<file path="src/rtl/receptor_comando_servos.sv">
// receptor_comando_servos: parses "#ddd." frames into three atomically updated 2-bit servo positions.
// Define RECEPTOR_ECO_EN to emit a K/E acknowledge character for each accepted or aborted frame.
module receptor_comando_servos #(
  parameter int TIMEOUT_CICLOS = 1_000_000,
  parameter int TIMEOUT_BITS   = 20
) (
  input  logic       clock,
  input  logic       reset,
  input  logic [6:0] dado_ascii,
  input  logic       pronto_rx,
  output logic [1:0] posicao1,
  output logic [1:0] posicao2,
  output logic [1:0] posicao3,
  output logic       atualizado,
  output logic       erro,
  output logic [6:0] eco_dado,
  output logic       eco_partida,
  output logic [3:0] db_estado
);
  typedef enum logic [3:0] {
    ESPERA_INICIO = 4'd0,
    RECEBE_1      = 4'd1,
    RECEBE_2      = 4'd2,
    RECEBE_3      = 4'd3,
    ESPERA_FIM    = 4'd4,
    ATUALIZA      = 4'd5,
    ERRO          = 4'd6
  } estado_t;
  // The abort fires on the edge where the idle count would reach TIMEOUT_CICLOS-1.
  localparam logic [TIMEOUT_BITS-1:0] LIMITE = TIMEOUT_BITS'(TIMEOUT_CICLOS - 2);
  estado_t                 estado_q;
  logic [2:0][1:0]         sombra_q;
  logic [TIMEOUT_BITS-1:0] cnt_q;
  logic                    ativo, inicio, avanca, fim_ok, falha;
  always_comb begin
    ativo  = estado_q inside {RECEBE_1, RECEBE_2, RECEBE_3, ESPERA_FIM};
    inicio = pronto_rx && dado_ascii == 7'h23 && (ativo || estado_q == ESPERA_INICIO);
    avanca = ativo && pronto_rx && estado_q != ESPERA_FIM && dado_ascii[6:2] == 5'b01100;
    fim_ok = ativo && pronto_rx && estado_q == ESPERA_FIM && dado_ascii == 7'h2E;
    falha  = ativo && (pronto_rx ? !(inicio || avanca || fim_ok) : cnt_q == LIMITE);
  end
  // sombra_q[2] holds servo 1 so the concatenation maps straight onto the outputs.
  always_ff @(posedge clock) begin
    if (reset) begin
      estado_q   <= ESPERA_INICIO;
      sombra_q   <= '0;
      cnt_q      <= '0;
      posicao1   <= 2'b00;
      posicao2   <= 2'b00;
      posicao3   <= 2'b00;
      atualizado <= 1'b0;
      erro       <= 1'b0;
    end else begin
      atualizado <= fim_ok;
      erro       <= falha;
      cnt_q      <= (ativo && !pronto_rx) ? cnt_q + 1'b1 : '0;
      if (fim_ok) {posicao1, posicao2, posicao3} <= sombra_q;
      if (avanca) sombra_q[2'(4'd3 - estado_q)] <= dado_ascii[1:0];
      else if (inicio) sombra_q <= '0;
      estado_q <= inicio ? RECEBE_1 : fim_ok ? ATUALIZA : falha ? ERRO :
                  avanca ? estado_t'(estado_q + 4'd1) : ativo ? estado_q : ESPERA_INICIO;
    end
  end
  assign db_estado = estado_q;
`ifdef RECEPTOR_ECO_EN
  always_ff @(posedge clock) begin
    if (reset) begin
      eco_dado    <= 7'h00;
      eco_partida <= 1'b0;
    end else begin
      eco_partida <= fim_ok || falha;
      if (fim_ok || falha) eco_dado <= fim_ok ? 7'h4B : 7'h45;
    end
  end
`else
  assign eco_dado    = 7'h00;
  assign eco_partida = 1'b0;
`endif
endmodule

</file>
<file path="config.mk">
export PLATFORM = sky130hd
export DESIGN_NAME = receptor_comando_servos
export DESIGN_NICKNAME = d
export VERILOG_FILES = /design/src/rtl/receptor_comando_servos.sv
export SDC_FILE = /design/constraint.sdc
export NUM_CORES = 1
export LEC_CHECK = 0
export ABC_CLOCK_PERIOD_IN_PS = 5650
export CAP_MARGIN = 20
export CORE_MARGIN = 2
export CORE_UTILIZATION = 30
export CTS_CLUSTER_SIZE = 28
export DETAILED_ROUTE_END_ITERATION = 7
export DONT_BUFFER_PORTS = 1
export HOLD_SLACK_MARGIN = 0.05
export SYNTH_ARGS = -nofsm -noshare
export SYNTH_HDL_FRONTEND = slang
export SYNTH_SLANG_ARGS = --single-unit
export TNS_END_PERCENT = 5
</file>
<file path="constraint.sdc">
create_clock -name clock -period 5.65 [get_ports clock]
set_input_delay 0.8475 -clock clock [delete_from_list [all_inputs] [get_ports clock]]
set_output_delay 0.8475 -clock clock [all_outputs]
set_load 0.01 [all_outputs]
</file>
==> impl_metrics.yaml, run 1 <==
grt:
  grt_pass1_wl_mm: 6.044
  grt_max_degree: 21
  antenna_found_initial: 0
  grt_usage: 0.1171
  grt_pass1_vias: 1321
  overflow: 0
timing:
  grt_setup_unrepaired: "no"
  drv_slew: 0
  hold_viol: 0
  tns_ns: 0
  setup_viol: 0
  slew_headroom: 0.5432
  timing.final.crit_share: 0.4163
  period_needed_ns: 2.352
  worstMarginPinSlew_ns: 0.6764
  setup_ws_ns: 3.298
  finalClockSkew_ns: 0.01323
  fmaxAchievable_ghz: 0.4252
synth:
  synth-adder-area-share: 0.04060
  async_reset_ff_frac: 0
  yosys.area_share.simple: 0.2970
  synth_edf_count: 0
  synth-xor-area-share: 0.08051
  netlist_top_cells_count: "dfxtp_1, nor2_1, nand3_1, a21oi_1"
  syn_avg_cell_area_um2: 8.848
  synth.cell_area_mm2: 0.001849
  synth_most_common_cell: "dfxtp_1"
  synthCells: 209
  ys_top_cells_by_area: "dfxtp_1, nor2_1, nand3_1"
  synthFlopType: "dfxtp_1"
  yosysSeqAreaShare: 0.4114
  synth_top_area_cell: "dfxtp_1"
  synth-compound-area-share: 0.06766
  yosysWarnings: 0
  synth.area.mux_share: 0.03248
  ys_ff_latch: 38
  synth_cell_types: 45
  synth_top_family_by_area: "simple AND/OR/NAND/NOR gates"
  synth_top_area_frac: 0.4114
cts:
  cts_inserted_buffers: 5
  clkTransAtPathRegs_ns: 0.09
  clkSinkCount: 38
  postCtsSetupBuffers: 0
  hold_buffers: 0
  htreeDepth: 2
  cts_resized: 0
  clock_latency_ns: 0.30
  ctsLongestPathBuffers: 2
  cts_root_buf: "clkbuf_8"
  cts_tree: "done"
place:
  portBuffers: 0
  gp_congestion: 0.7786
  dp_slack_ns: 2.959
  hpwl_mm: 2.647
floorplan:
  rows: 28
  die_x_um: 82.51
  die_y_um: 82.51
  dieArea_mm2: 0.006808
  ioPinCount: 30
  coreArea_mm2: 0.005956
  initial_utilization: 0.3105
final_layout:
  drive_gt1_frac: 0.07109
  n_fill_cell: 641
  regArea_um2: 760.7
  diodes: 0
  syn_to_final_growth_pct: 8.187
  multiInputGateArea_um2: 998.5
  fin_util: 0.3359
  layout.nets: 226
drt:
  detail_route.wirelength_mm: 3.648
  num_vias: 1369
  drtIter0Drc: 53
  drc: 0
  wire_per_inst_um: 12.76
  drt_pass1_iterations: 4
  drtAntennaViolNets: 0
  avgViaCountPerCell: 4.787
power:
  peakVddDrop_mv: 0.1092
  power_density_mw_per_mm2: 254.9
  p_leak_uw: 0.0006301
run:
  drv_cap: 0
critical_path:
  worst_ep_required_time_ns: 5.89
  worstPathArrival_ns: 2.59
  slowest_stage: "o41ai_1"
  path_class: "reg2reg"
  cp_cell_sequence: "inv_1 -> ha_1 -> and3b_1 -> o41ai_1 -> o21ai_2 -> a211oi_1 -> a2bb2oi_2"
  cp_max_fo: 6
  max_stage_delay_ns: 0.63
  critPathLaunchType: "flop"
  worstSetupEndpointType: "flop"
min_path:
  hold_path.class: "reg2reg"
run_status:
  status: "complete, no violations"
==> report_power, final <==
| part | switching, uW | total, uW | leakage (uW) | internal (uW) |
|---|---|---|---|---|
| Clock | 102 | 233 | 0.0000504 | 131 |
| Sequential | 0.721 | 269 | 0.000306 | 268 |
| Combinational | 5.08 | 8.21 | 0.000273 | 3.13 |
| Total | 108 | 510 | 0.000630 | 402 |
==> registers in the layout, indices dropped and copies added, names as in the netlist <==
| name | count |
|---|---|
| posicao2 | 2 |
| atualizado | 1 |
| sombra_q | 6 |
| cnt_q | 20 |
| erro | 1 |
| posicao1 | 2 |
| db_estado | 4 |
| posicao3 | 2 |
==> path summary, 6_finish.rpt <==
kind,startpoint,cells past startpoint,end,slack (ns)
hold reg to reg,sombra_q[5],2,sombra_q[5],0.47
hold / removal,sombra_q[5],2,sombra_q[5],0.47
setup / recovery,db_estado[0],7,db_estado[0],3.30
setup reg to reg,db_estado[0],7,db_estado[0],3.30
==> cells by family (layout without fill, tap and decap cells) <==
group / count (synthesis) / count (layout)
AO/OA/AOI/OAI: 20 / 20
XOR/XNOR: 17 / 17
adder cells (fa/ha/maj): 6 / 6
buffers and inverters: 22 / 16
flip-flops: 38 / 38
multiplexers: 6 / 6
other: 1 / 9
AND/OR/NAND/NOR: 99 / 99
==> worst max-delay path, delay by kind of cell, from the launching register on <==
kind	cells	cell delay, ns
compound gates	4	1.22
fa+ha+maj	1	0.25
buf+inv	1	0.11
flops	1	0.49
simple gates	1	0.21
==> cell type report <==
class	instances	share of cell area
Multi-Input combinational cell	157	0.4991
Inverter	7	0.01313
Sequential cell	38	0.3802
Timing Repair Buffer	1	0.003752
Tap cell	75	0.04690
Clock inverter	3	0.02251
Clock buffer	5	0.03440
==> per-stage QoR <==
stage	instance area, um2	power [uW]	hold WS (ns)	cells
floorplan	1879	287.9	0.4458	217
detailed placement	1879	283.0	0.4541	277
finish	2001	510.0	0.4680	286
global placement	1879	282.9	0.4539	277
global route	2001	531.4	0.4853	286
CTS	1993	517.0	0.4662	285
==> placed cells by master (no fill, tap or decap), types with 2 or more instances in the layout <==
cell,netlist,final
nor4_1,3,3
conb_1,1,9
nand3_1,21,21
and3_1,3,3
clkinvlp_4,0,2
dfxtp_1,38,38
xnor2_1,8,8
ha_1,6,6
and4_1,2,2
nor3b_1,2,2
or3_1,2,2
nand3b_1,2,2
nand2_1,9,9
nor2b_1,2,2
and3b_1,2,2
nand4_1,2,2
clkbuf_8,0,5
nor3_1,5,5
a21oi_1,10,10
nand2b_1,2,2
o21ai_0,3,3
nor2_1,30,30
inv_1,7,7
nor4b_1,3,3
xor2_1,9,9
mux2i_1,6,6
==> layer usage <==
layer	GRT usage	wire [um]	up-vias
li1	-	-	706
met1	0.1433	1716	624
met2	0.1911	1657	35
met3	0.04130	235	4
met4	0.03934	39	0
met5	0	0	-
Power figures use the tool's default switching activity.
==> run 2: changes to the inputs <==
ABC_CLOCK_PERIOD_IN_PS = 2000   (was 5650)
clock period = 2 ns   (was 5.65 ns; I/O delays follow)
==> impl_metrics.yaml, run 2 (same netlist as run 1, synthesis figures left out) <==
cts:
  cts_root_buf: "clkbuf_8"
  cts_inserted_buffers: 5
  clock_latency_ns: 0.29
  clkTransAtPathRegs_ns: 0.08
  hold_buffers: 0
  cts_tree: "done"
  ctsLongestPathBuffers: 2
  clkSinkCount: 38
  htreeDepth: 2
final_layout:
  multiInputGateArea_mm2: 0.001008
  fin_cells: 300
  final_cell_mix: "dfxtp_1, nor2_1, nand3_1"
  diodes: 0
  top_register: "cnt_q"
  regArea_um2: 763.2
  mostFrequentLayoutCell: "dfxtp_1"
  drive_gt1_frac: 0.1467
  n_fill_cell: 614
  largest_register_ffs: 20
  layout.nets: 240
  syn_to_final_growth_pct: 16.51
critical_path:
  cp_cell_sequence: "inv_1 -> ha_1 -> and3b_1 -> buf_4 -> nor4bb_2 -> buf_4 -> mux2i_1 -> nor2_1"
  worstSetupEndpointType: "flop"
  startpoint: "db_estado[0]"
  rrSetupSlack_ns: 0.11
  slowest_stage: "dfxtp_2"
  r2r_cells: 8
  crit_top_cell: "buf_4"
  worst_ep_required_time_ns: 2.19
  reg2reg_to: "posicao3[1]"
  crit_cells: 8
  critPathLaunchType: "flop"
  cp_max_fo: 7
  path_class: "reg2reg"
  reg2reg_from: "db_estado[0]"
  worst-path-buf-inv: 3
  worstPathArrival_ns: 2.08
  max_stage_delay_ns: 0.35
  crit_end: "posicao3[1]"
  cp_top_family: "simple AND/OR/NAND/NOR gates"
timing:
  timing.final.crit_share: 0.9457
  grt_setup_unrepaired: "yes"
  setup_viol: 0
  hold_viol: 0
  drv_slew: 0
  fmaxAchievable_ghz: 0.5287
  period_needed_ns: 1.891
  finalClockSkew_ns: 0.006124
  hold_slack_ns: 0.07006
run_status:
  status: "complete, no violations"
drt:
  drt_pass1_iterations: 4
  drtIter0Drc: 70
  num_vias: 1431
  drc: 0
  wire_per_inst_um: 12.17
  avgViaCountPerCell: 4.770
  detail_route.wirelength_mm: 3.651
  drtAntennaViolNets: 0
grt:
  grt_max_degree: 21
  grt_pass1_wl_mm: 5.823
  grt_usage: 0.1094
  overflow: 0
  grt_pass1_vias: 1252
  antenna_found_initial: 0
min_path:
  hold_path.class: "in2reg"
power:
  p_leak_uw: 0.0007284
  peakVddDrop_mv: 0.2986
  power_density_mw_per_mm2: 729.7
  p_total_uw: 1572
floorplan:
  initial_utilization: 0.3105
  ioPinCount: 30
  coreArea_mm2: 0.005956
  die_x_um: 82.51
  rows: 28
  dieArea_mm2: 0.006808
  die_y_um: 82.51
place:
  portBuffers: 0
  gp_congestion: 0.8186
  post-place-cells: 291
  hpwl_mm: 2.702
run:
  drv_cap: 0
run 2: cell types whose count changed in the layout (fill, tap and decap cells not counted), sizes merged:
cell,before,now
bufinv,1,2
clkinvlp,2,0
buf,0,15
clkbuf,6,5
clkinv,0,1
run 2: per-stage QoR:
| stage | cell area (um2) | setup slack, ns | util | TNS (ns) |
|---|---|---|---|---|
| floorplan | 1879 | 0.1015 | - | 0 |
| global placement | 1997 | 0.05560 | 0.3353 | 0 |
| detailed placement | 1997 | 0.03564 | 0.3353 | 0 |
| CTS | 2135 | 0.01590 | 0.3584 | 0 |
| global route | 2155 | -0.007908 | 0.3618 | -0.007908 |
| finish | 2155 | 0.1086 | 0.3618 | 0 |
run 2: where the power goes:
group | internal, uW | switching [uW] | total (uW)
clock network | 500 | 286 | 786
logic | 12.0 | 16.6 | 28.5
registers | 757 | 0.597 | 757
run 2: worst min path at each step:
stage,depth (start not counted),to,slack (ns),from
2_1_floorplan,2,sombra_q[4],0.45,sombra_q[4]
3_3_place_gp,1,sombra_q[4],0.37,reset
3_5_place_dp,1,sombra_q[5],0.37,reset
4_1_cts,1,sombra_q[5],0.06,reset
5_1_grt,1,sombra_q[5],0.05,reset
6_report,1,sombra_q[5],0.07,reset
run 2: timing repair:
action                     CTS  global route
resized for setup            0             4
setup endpoints to repair    0            17
setup buffers                0             1
run 2: final cells by class:
type,count,area share
Multi-Input combinational cell,157,0.4681
Timing Repair Buffer,15,0.05807
Sequential cell,38,0.3542
Inverter,7,0.01220
Clock inverter,3,0.03194
Tap cell,75,0.04355
Clock buffer,5,0.03194
run 2: layer usage:
layer	part of all wire	GRT usage
met1	0.47	0.1382
met2	0.46	0.1758
met3	0.068	0.04022
met4	0.0058	0.02951
met5	0	0
==> run 3: changes to the inputs <==
ABC_CLOCK_PERIOD_IN_PS = unset   (was 2000)
clock period = 1.96 ns   (was 2 ns; I/O delays follow)
==> impl_metrics.yaml, run 3 (same netlist as run 1, synthesis figures left out) <==
run_status:
  status: "complete, no violations"
final_layout:
  n_fill_cell: 626
  final_cell_mix: "dfxtp_1, nor2_1, nand3_1"
  drive_gt1_frac: 0.1623
  largest_register_ffs: 20
  syn_to_final_growth_pct: 21.04
  top_register: "cnt_q"
  mostFrequentLayoutCell: "dfxtp_1"
  diodes: 0
  layout.nets: 243
timing:
  hold_slack_ns: 0.1468
  period_needed_ns: 1.939
  hold_viol: 0
  timing.final.crit_share: 0.9892
  fmaxAchievable_ghz: 0.5158
  setup_viol: 0
  grt_setup_unrepaired: "yes"
  setup_ws_ns: 0.02123
  finalClockSkew_ns: 0.008323
  tns_ns: 0
  drv_slew: 0
floorplan:
  die_x_um: 82.51
  coreArea_mm2: 0.005956
  initial_utilization: 0.3105
  ioPinCount: 30
  rows: 28
  dieArea_mm2: 0.006808
  die_y_um: 82.51
grt:
  grt_usage: 0.1127
  grt_pass1_wl_mm: 5.906
  antenna_found_initial: 0
  grt_pass1_vias: 1335
  overflow: 0
  grt_max_degree: 21
cts:
  ctsLongestPathBuffers: 2
  cts_inserted_buffers: 5
  clock_latency_ns: 0.29
  clkSinkCount: 38
  clkTransAtPathRegs_ns: 0.08
  htreeDepth: 2
  cts_tree: "done"
  cts_root_buf: "clkbuf_8"
drt:
  avgViaCountPerCell: 4.792
  wire_per_inst_um: 12.40
  detail_route.wirelength_mm: 3.757
  drtAntennaViolNets: 0
  num_vias: 1452
  drt_pass1_iterations: 4
  drtIter0Drc: 73
  drc: 0
place:
  portBuffers: 0
  gp_congestion: 0.8042
  dp_slack_ns: -0.02100
  hpwl_mm: 2.625
critical_path:
  crit_end: "db_estado[0]"
  cp_cell_sequence: "ha_1 -> nor3_1 -> buf_4 -> a211o_1 -> or2_2 -> a211oi_2 -> a2bb2oi_2"
  worstSetupEndpointType: "flop"
  rrSetupSlack_ns: 0.02
  worst_ep_required_time_ns: 2.19
  cp_max_fo: 5
  path_class: "reg2reg"
  r2r_cells: 7
  worstPathArrival_ns: 2.17
  max_stage_delay_ns: 0.41
  reg2reg_from: "db_estado[1]"
  startpoint: "db_estado[1]"
  slowest_stage: "dfxtp_1"
  critPathLaunchType: "flop"
  reg2reg_to: "db_estado[0]"
power:
  netSwitchingFraction: 0.1960
  clkPwrFrac: 0.498
  power_density_mw_per_mm2: 721.4
  combPwrFrac: 0.023
  intPower_uw: 1298
  peakVddDrop_mv: 0.3205
  p_sw_uw: 316.5
  p_leak_uw: 0.0007730
  seqPwrFrac: 0.479
min_path:
  hold_path.class: "in2reg"
run:
  drv_cap: 0
[run 3: cell types whose count changed in the layout (fill, tap and decap cells not counted), sizes merged]
| cell | change |
|---|---|
| buf | +1 |
| dlygate4sd3 | +2 |
[run 3: through the flow]
stage	power, uW	util	area, um2	instances
2_1_floorplan	829.9	-	1879	217
3_3_place_gp	819.2	0.3366	2004	292
3_5_place_dp	819.3	0.3366	2004	292
4_1_cts	1626	0.3658	2178	301
5_1_grt	1672	0.3758	2238	303
6_report	1615	0.3758	2238	303
[run 3: cell type report]
type,count,area [um2],share of cell area
Multi-Input combinational cell,157,1050,0.4690
Timing Repair Buffer,18,168.9,0.07546
Tap cell,75,93.84,0.04192
Clock inverter,3,68.82,0.03074
Sequential cell,38,762.0,0.3404
Clock buffer,5,68.82,0.03074
Inverter,7,26.28,0.01174
[run 3: worst max-delay path: cells and delay by family (launching register included)]
kind	cells	cell delay [ns]
AOI/OAI and AO/OA	3	0.71
adders and majority gates	1	0.20
buffers and inverters	1	0.14
DFF	1	0.41
and+or+nand+nor	2	0.40
[run 3: power by group through the flow]
stage                     clock network [uW]  logic, uW  registers, uW
after CTS                                824       28.9            773
after global routing                     858       41.3            773
final                                    804       37.6            773
after detailed placement                   0       28.0            791
after global placement                     0       28.0            791
after floorplan                            0       37.6            792
[run 3: how the worst min path moves through the flow]
stage,from,to,slack (ns),cells past startpoint
finish,dado_ascii[1],sombra_q[1],0.15,2
global route,dado_ascii[1],sombra_q[5],0.13,2
CTS,reset,atualizado,0.05,1
detailed placement,reset,sombra_q[5],0.37,1
global placement,reset,sombra_q[4],0.37,1
floorplan,dado_ascii[0],sombra_q[0],0.44,2
[run 3: what timing repair did]
item                                   4_1_cts  5_1_grt
gates resized for setup                      4        7
endpoints found under the hold margin        0       12
setup buffers                                1        0
pin swaps                                    1        1
hold buffers                                 0        2
setup endpoints to repair                    5       13
[run 3: layer usage]
layer	part of all wire	global-route usage	wire, um
met1	0.47	0.1376	1765
met5	0	0	0
met4	0.0061	0.03607	23
met3	0.055	0.04891	207
met2	0.47	0.1782	1760
